File: config.mk
export PLATFORM = sky130hd
export DESIGN_NAME = log
export DESIGN_NICKNAME = d
export VERILOG_FILES = /design/src/rtl/log.sv
export SDC_FILE = /design/constraint.sdc
export NUM_CORES = 2
export LEC_CHECK = 0
export ABC_AREA = 1
export BUFFER_PORTS_ARGS = -buffer_cell sky130_fd_sc_hd__buf_2
export CAP_MARGIN = 10
export CELL_PAD_IN_SITES_DETAIL_PLACEMENT = 2
export CELL_PAD_IN_SITES_GLOBAL_PLACEMENT = 2
export CORE_UTILIZATION = 30
export CTS_BUF_LIST = sky130_fd_sc_hd__clkbuf_4 sky130_fd_sc_hd__clkbuf_8
export DETAILED_ROUTE_END_ITERATION = 10
export PLACE_DENSITY = 0.69
export RECOVER_POWER = 25
export SKIP_LAST_GASP = 1
export SLEW_MARGIN = 30
export SYNTH_ARGS = -nofsm -noshare
export SYNTH_HDL_FRONTEND = slang
export SYNTH_SLANG_ARGS = --single-unit
File: constraint.sdc
create_clock -name CLK -period 19.9 [get_ports CLK]
set_clock_uncertainty 0.1 [all_clocks]
set_input_delay 0.995 -clock CLK [delete_from_list [all_inputs] [get_ports CLK]]
set_output_delay 0.995 -clock CLK [all_outputs]
set_load 0.02 [all_outputs]
File: src/rtl/log.sv
// -----------------------------------------------------------------------------
// log : calculator execute unit computing o_log = log_a(b) in signed Q16.8.
//
// Ports
//   CLK     in   1  clock, rising edge
//   RST     in   1  synchronous active-high reset
//   a       in   N  signed base
//   b       in   N  signed argument
//   state   in   3  controller state; the unit runs while state == ST_EXECB
//   opcode  in   4  operation select; the unit runs while opcode == OP_LOG
//   o_log   out  M  signed Q.8 result, 0 on error
//   done    out  1  result/error valid, held while the request stays up
//   error   out  1  invalid operands (a <= 1 or b <= 0), valid with done
//
// Flow: S_IDLE samples the operands, S_LOG builds log2(a) and log2(b) as
// 4.16 unsigned values by repeated squaring, and S_DIV forms
// (log2(b) << 8) / log2(a) by restoring division with round-to-nearest.
// -----------------------------------------------------------------------------
module log #(
    parameter int          N        = 16,
    parameter int          M        = 24,
    parameter int          W        = 24,
    parameter logic [2:0]  ST_EXECB = 3'd2,
    parameter logic [3:0]  OP_LOG   = 4'd8
) (
    input  logic         CLK,
    input  logic         RST,
    input  logic [N-1:0] a,
    input  logic [N-1:0] b,
    input  logic [2:0]   state,
    input  logic [3:0]   opcode,
    output logic [M-1:0] o_log,
    output logic         done,
    output logic         error
);

    localparam int FB = 16;        // fractional log2 bits
    localparam int LW = 4 + FB;    // log2 width: 4 integer + 16 fraction

    typedef enum logic [1:0] {S_IDLE, S_LOG, S_DIV, S_DONE} fsm_t;

    fsm_t          fsm_q,  fsm_d;
    logic [4:0]    cnt_q,  cnt_d;
    logic [W-1:0]  ma_q,   ma_d;     // mantissas, Q1.(W-1) in [1,2)
    logic [W-1:0]  mb_q,   mb_d;
    logic [LW-1:0] la_q,   la_d;
    logic [LW-1:0] lb_q,   lb_d;
    logic [LW-1:0] rem_q,  rem_d;
    logic [M-1:0]  dvd_q,  dvd_d;    // low dividend bits still to shift in
    logic [M-1:0]  quo_q,  quo_d;
    logic [M-1:0]  o_log_q, o_log_d;
    logic          done_q, done_d;
    logic          error_q, error_d;

    logic            req;
    logic            bad_op;
    logic [3:0]      ka, kb;
    logic [2*W-1:0]  pa, pb;
    logic            bit_a, bit_b;
    logic [LW:0]     r2;
    logic [LW-1:0]   rem_n;
    logic            qbit, rnd;
    logic [M-1:0]    quo_n;

    function automatic logic [3:0] msb_idx(input logic [N-1:0] x);
        msb_idx = '0;
        for (int i = 0; i < N; i++)
            if (x[i]) msb_idx = 4'(i);
    endfunction

    // Shift the leading one up to bit W-1 so the mantissa sits in [1,2).
    function automatic logic [W-1:0] norm(input logic [N-1:0] x, input logic [3:0] k);
        norm = W'(x) << (W - 1 - int'(k));
    endfunction

    assign req    = (state == ST_EXECB) && (opcode == OP_LOG);
    assign bad_op = a[N-1] || (a[N-1:1] == '0) || b[N-1] || (b == '0);
    assign ka     = msb_idx(a);
    assign kb     = msb_idx(b);

    always_comb begin
        fsm_d   = fsm_q;
        cnt_d   = cnt_q;
        ma_d    = ma_q;
        mb_d    = mb_q;
        la_d    = la_q;
        lb_d    = lb_q;
        rem_d   = rem_q;
        dvd_d   = dvd_q;
        quo_d   = quo_q;
        o_log_d = o_log_q;
        done_d  = done_q;
        error_d = error_q;

        pa    = {{W{1'b0}}, ma_q} * {{W{1'b0}}, ma_q};
        pb    = {{W{1'b0}}, mb_q} * {{W{1'b0}}, mb_q};
        bit_a = pa[2*W-1];
        bit_b = pb[2*W-1];

        r2    = {rem_q, dvd_q[M-1]};
        qbit  = (r2 >= {1'b0, la_q});
        rem_n = qbit ? LW'(r2 - {1'b0, la_q}) : r2[LW-1:0];
        quo_n = {quo_q[M-2:0], qbit};
        rnd   = ({rem_n, 1'b0} >= {1'b0, la_q});

        case (fsm_q)
            S_IDLE: begin
                if (req) begin
                    if (bad_op) begin
                        o_log_d = '0;
                        done_d  = 1'b1;
                        error_d = 1'b1;
                        fsm_d   = S_DONE;
                    end else begin
                        la_d  = {ka, {FB{1'b0}}};
                        lb_d  = {kb, {FB{1'b0}}};
                        ma_d  = norm(a, ka);
                        mb_d  = norm(b, kb);
                        cnt_d = '0;
                        fsm_d = S_LOG;
                    end
                end
            end
            S_LOG: begin
                // m*m is Q2.(2W-2); a set top bit means m*m >= 2, halve it.
                ma_d  = bit_a ? pa[2*W-1:W] : pa[2*W-2:W-1];
                mb_d  = bit_b ? pb[2*W-1:W] : pb[2*W-2:W-1];
                la_d  = {la_q[LW-1:FB], la_q[FB-2:0], bit_a};
                lb_d  = {lb_q[LW-1:FB], lb_q[FB-2:0], bit_b};
                cnt_d = cnt_q + 5'd1;
                if (cnt_q == 5'(FB - 1)) begin
                    // Dividend is lb<<8 (28 bits). Its top 4 bits are below
                    // la (>= 1.0), so they seed the remainder and M steps
                    // over the remaining bits give the full quotient.
                    rem_d = {{FB{1'b0}}, lb_d[LW-1:FB]};
                    dvd_d = {lb_d[FB-1:0], 8'b0};
                    quo_d = '0;
                    cnt_d = '0;
                    fsm_d = S_DIV;
                end
            end
            S_DIV: begin
                rem_d = rem_n;
                quo_d = quo_n;
                dvd_d = {dvd_q[M-2:0], 1'b0};
                cnt_d = cnt_q + 5'd1;
                if (cnt_q == 5'(M - 1)) begin
                    o_log_d = quo_n + M'(rnd);
                    done_d  = 1'b1;
                    error_d = 1'b0;
                    fsm_d   = S_DONE;
                end
            end
            S_DONE: ;
            default: fsm_d = S_IDLE;
        endcase

        // Dropping the request aborts everything; the last result stays visible.
        if (!req) begin
            fsm_d   = S_IDLE;
            done_d  = 1'b0;
            error_d = 1'b0;
            o_log_d = o_log_q;
        end
    end

    always_ff @(posedge CLK) begin
        if (RST) begin
            fsm_q   <= S_IDLE;
            cnt_q   <= '0;
            ma_q    <= '0;
            mb_q    <= '0;
            la_q    <= '0;
            lb_q    <= '0;
            rem_q   <= '0;
            dvd_q   <= '0;
            quo_q   <= '0;
            o_log_q <= '0;
            done_q  <= 1'b0;
            error_q <= 1'b0;
        end else begin
            fsm_q   <= fsm_d;
            cnt_q   <= cnt_d;
            ma_q    <= ma_d;
            mb_q    <= mb_d;
            la_q    <= la_d;
            lb_q    <= lb_d;
            rem_q   <= rem_d;
            dvd_q   <= dvd_d;
            quo_q   <= quo_d;
            o_log_q <= o_log_d;
            done_q  <= done_d;
            error_q <= error_d;
        end
    end

    assign o_log = o_log_q;
    assign done  = done_q;
    assign error = error_q;

endmodule

# Yosys cells after proc, flatten, opt, wreduce, memory -nomap -nowiden
# Index checks and enable logic that the tools add are counted.
# W data, S select, Z words.
# word_totals
ff_bits,187
latchBits,0
ram_bits,0
mem_bits_ro,0
inputBits,41
output_inout_bits,26
elab_cells,125
memories,0
# op_classes
n_addsub,5
n_mul,2
div,0
magnitude_cmp,2
n_eq_ne,11
n_shift,2
muxes,67
bitwise_logic,3
reduce_logical,19
# op_table
operator,n
$mux W24,9
$pmux W24 S2,4
$mux W20,6
$pmux W20 S2,3
$mux W4,28
$mul A24 B24 Y48,2
$shl A16 B32 Y24,2
$pmux W23 S2,1
$ge A21 B20 Y1,2
$add A24 B1 Y24,1
$mux W23,1
$sub A20 B20 Y20,1
$logic_not A16 Y1,1
$logic_not A15 Y1,1
$mux W5,3
$pmux W5 S3,1
$reduce_and A3 Y1,4
$sub A5 B4 Y6 const A,2
$ne A2 B2 Y1 const B,5
$reduce_and A4 Y1,2
$mux W2,3
$pmux W2 S3,1
$reduce_bool A2 Y1,3
$add A5 B1 Y5 const B,1
other kinds (15),24

# Logic depth before layout (Yosys ltp)
# depth
ltp_word,20
depth_mapped,39

# Worst setup path before layout
# No wires, ideal clock.
# synth_path
path_type,register -> register
start,register mb_q[20]
end,register mb_q[17]
setup_ps,109
t_arrival_ps,6377
t_required_ps,19691
setup_slack_ps,13314
stages_incl_launch_ff,34
cell_sequence,dfxtp_1 clkbuf_1 clkbuf_1 nand2_1 fa_1 inv_1 fa_1 fa_1 inv_1 fa_1 inv_1 fa_1 fa_1 inv_1 fa_1 inv_1 ha_1 nand2_1 nand2_1 a31oi_1 o21ai_0 a21oi_1 nand2_1 nand2_1 nand2_1 nand2_1 nand2_2 inv_2 buf_2 nand2_1 nand3_1 nand4_1 nand2_1 inv_1
# synth_via
elab_chain_len,3
# synth_lines
item,line,rtl
"start, declared",45,"logic [W-1:0] mb_q, mb_d;"
"start signal, assigned",185,mb_q <= mb_d;
$mul A24 B24 Y48,96,"pb = {{W{1'b0}}, mb_q} * {{W{1'b0}}, mb_q};"
$mux W24,127,mb_d = bit_b ? pb[2*W-1:W] : pb[2*W-2:W-1];
$pmux W24 S2,106,case (fsm_q)
# No other way between the ends.
# A chain may end at the register's enable or synchronous reset.

# Worst setup path after layout
# layout_path
start,register mb_q[13]
end,register mb_q[8]
# The elaborated chain is that of the path after synthesis.

==> results.ini <==
[status]
status = finished with violations
violations = capacitance limit, slew limit

[routing]
drt_first_iter_violations = 1101
drt-pass1-iter-count = 5
wl_per_cell_um = 18.8
drc = 0
drtAntennaViolNets = 0
vias = 37100
drt-total-wl_um = 148000
viasPerCell = 4.73

[synth]
synth_common_cells = inv_1 (1673), nand2_1 (1304), fa_1 (845), ha_1 (394), a21oi_1 (291)
synth.cell_area_mm2 = 0.0448
syn_nets = 7225
yosysWarnings = 0
synthFlopType = dfxtp_1
synth-seq-cells = 179
synth_most_common_cell = inv_1
syn_avg_cell_area_um2 = 7.53
yosysSeqAreaShare_pct = 8.00
synthArstFlopShare_pct = 0
synth_cell_types = 60
yosysTopAreaCellShare_pct = 37.8
syn_inst = 5945
yosysTopAreaCell = fa_1
synth_edf_count = 0
synth.area.top_cells = fa_1 (38%), inv_1 (14%), ha_1 (11%), nand2_1 (11%), dfxtp_1 (8.0%)

[floorplanning]
core_area_mm2 = 0.148
rows = 141
io_pins = 67
initial_core_util_pct = 30.3
dieArea_mm2 = 0.151
dieWidth_um = 388
die_h_um = 388

[cells_and_area]
design_area_mm2 = 0.0475
nets = 7170
drive_gt1_share_pct = 3.22
syn_to_final_growth_pct = 6.17
n_fill_cell = 17500

[timing]
worstMarginPinSlew_ns = 2.87
hold_viol = 0
setup_viol_count_final = 0
timing.final.max_slew_violations = 110
tns_ns = 0
rsz0062_at_grt = false
slew_headroom_pct = -91.4
timing.final.crit_period_ns = 8.10
max_freq_mhz = 123
min_period_over_period_pct = 40.7

[clock_network]
clockBufferDepth = 2
h-tree-depth = 4
clk_latency_ns = 0.59
clkTransAtPathRegs_ns = 0.15
post-cts-setup-buffers = 0
tritoncts = built
numClockSinks = 179
postCtsResizedCells = 0
root_buffer = clkbuf_8
ctsHoldBuffers = 0
numCtsBuffers = 17

[critical_path]
slowest_stage = dfxtp_1
reg2reg_to = mb_q[8]
regToRegSetupSlack_ns = 11.80
critPathLaunchType = flop
crit_buf_inv = 10
timing.critical_path.max_delay_family = adder cells
cpPeakStageDelay_ns = 0.83
crit_top_cell = inv_1
worstSetupPathType = flop to flop
arrival_ns = 8.49
path_max_fanout = 25
reg2reg_depth = 31
rr_startpoint = mb_q[13]
critPathCaptureType = flop
required_ns = 20.29

[global_route]
grt_max_degree = 72
antenna_found_initial = 15
grt_first_pass_wirelength_um = 240000
track_usage_pct = 20.3
grt_pass1_vias = 43600
grt-ovfl-total = 0

[flow_run]
maxCapViolations = 3

[power_and_ir_drop]
p_sw_mw = 0.245
cell_internal_pwr_mw = 0.475
p_leak_nw = 26.8
power.density_mw_per_mm2 = 15.2
switching_share_pct = 34.1
peakVddDrop_mv = 0.0481
combPwrFrac_pct = 9.1
p_clk_share_pct = 41.1
power_frac_seq_pct = 49.9

[place]
gp_congestion = 0.830
port_buffers = 66
dp_hpwl_um = 122000
dpl_cell_area_mm2 = 0.0471

[min_path]
min_from = dvd_q[14]
hold_class = flop to flop
hold_end = dvd_q[15]
worstHoldPathCells = 2

[placed cells by master (no fill, tap or decap), types with 10 or more instances in the layout]
master	Yosys	layout
nand2_1	1304	1305
o21bai_1	24	24
a21o_1	22	22
nand4_1	39	39
a31oi_1	36	36
inv_2	11	11
xor2_1	42	42
clkbuf_1	158	32
dfxtp_1	179	176
o21ai_0	122	122
ha_1	394	394
nor2_1	260	258
buf_4	3	56
xnor2_1	43	43
clkbuf_8	3	17
nand3_1	281	281
buf_2	24	38
a21oi_1	291	291
inv_1	1673	1673
o21a_1	21	21
fa_1	845	845
o21ai_1	10	10
nor4_1	15	15
nor3_1	34	34
[area by class of cell]
class	count	area (um^2)	area share (%)
multi-input cells	3881	34000	71.6
inverters	1685	6320	13.3
flip-flops and latches	179	3590	7.55
well taps	1930	2410	5.08
repair buffers	126	731	1.54
clock buffers	17	234	0.492
clock inverters	15	195	0.411
diodes	5	12.5	0.0263
[per-stage QoR]
step / cells / power [mW] / setup WS [ns] / hold WS (ns) / utilization, %
finish: 7838 / 0.720 / 11.80 / 0.358 / 32.1
global route: 7838 / 0.750 / 11.26 / 0.386 / 32.1
CTS: 7833 / 0.734 / 11.70 / 0.360 / 32.2
detailed placement: 7801 / 0.434 / 11.79 / 0.346 / 31.9
global placement: 7801 / 0.432 / 11.80 / 0.342 / 31.9
floorplan: 5945 / 0.407 / 13.31 / 0.325 / -
[cells by family (layout without fill, tap and decap cells)]
kind of cell	count (synthesis)	in the layout	share of synthesized area, %
and+or+nand+nor	1990	1990	18.4
xor gates and xnor gates	85	85	1.66
other	0	5	0
buffers and inverters	1885	1843	16.0
adders and majority gates	1239	1239	48.8
DFF	179	179	8.00
AOI/OAI and AO/OA	567	567	7.14
[metal layers]
metal | global-route usage, % | vias to the layer above | wire (um)
li1 | - | 17400 | -
met1 | 25.7 | 19200 | 66100
met2 | 37.0 | 345 | 75500
met3 | 1.87 | 144 | 3000
met4 | 4.25 | 14 | 2810
met5 | 0 | - | 84
[power by group through the flow]
stage | logic, mW | clock network (mW) | registers [mW]
after detailed placement | 0.0664 | 0 | 0.367
after CTS | 0.0666 | 0.309 | 0.359
after global placement | 0.0648 | 0 | 0.367
after floorplan | 0.0403 | 0 | 0.367
after global routing | 0.0725 | 0.319 | 0.359
final | 0.0654 | 0.296 | 0.359
[sequential cells by signal, summed over array words and instances, names as in the netlist]
signal / cells
lb_q: 19
o_log: 24
dvd_q: 16
la_q: 20
done: 1
rem_q: 20
error: 1
cnt_q: 5
quo_q: 23
ma_q: 24
fsm_q: 2
mb_q: 24
[worst min-delay path, delay by kind of cell, from the launching register on]
family | cells | cell delay [ns]
AOI/OAI and AO/OA | 1 | 0.07
and+or+nand+nor | 1 | 0.05
DFF | 1 | 0.33
[worst max-delay path by stage]
stage | start | end | cells after the start
after floorplan | mb_q[20] | mb_q[17] | 33
after detailed placement | mb_q[13] | mb_q[8] | 31
after global routing | mb_q[13] | mb_q[8] | 31
after global placement | mb_q[0] | mb_q[8] | 30
after CTS | mb_q[13] | mb_q[8] | 31
final | mb_q[13] | mb_q[8] | 31
Note: power is estimated with default switching activity, not from simulation.
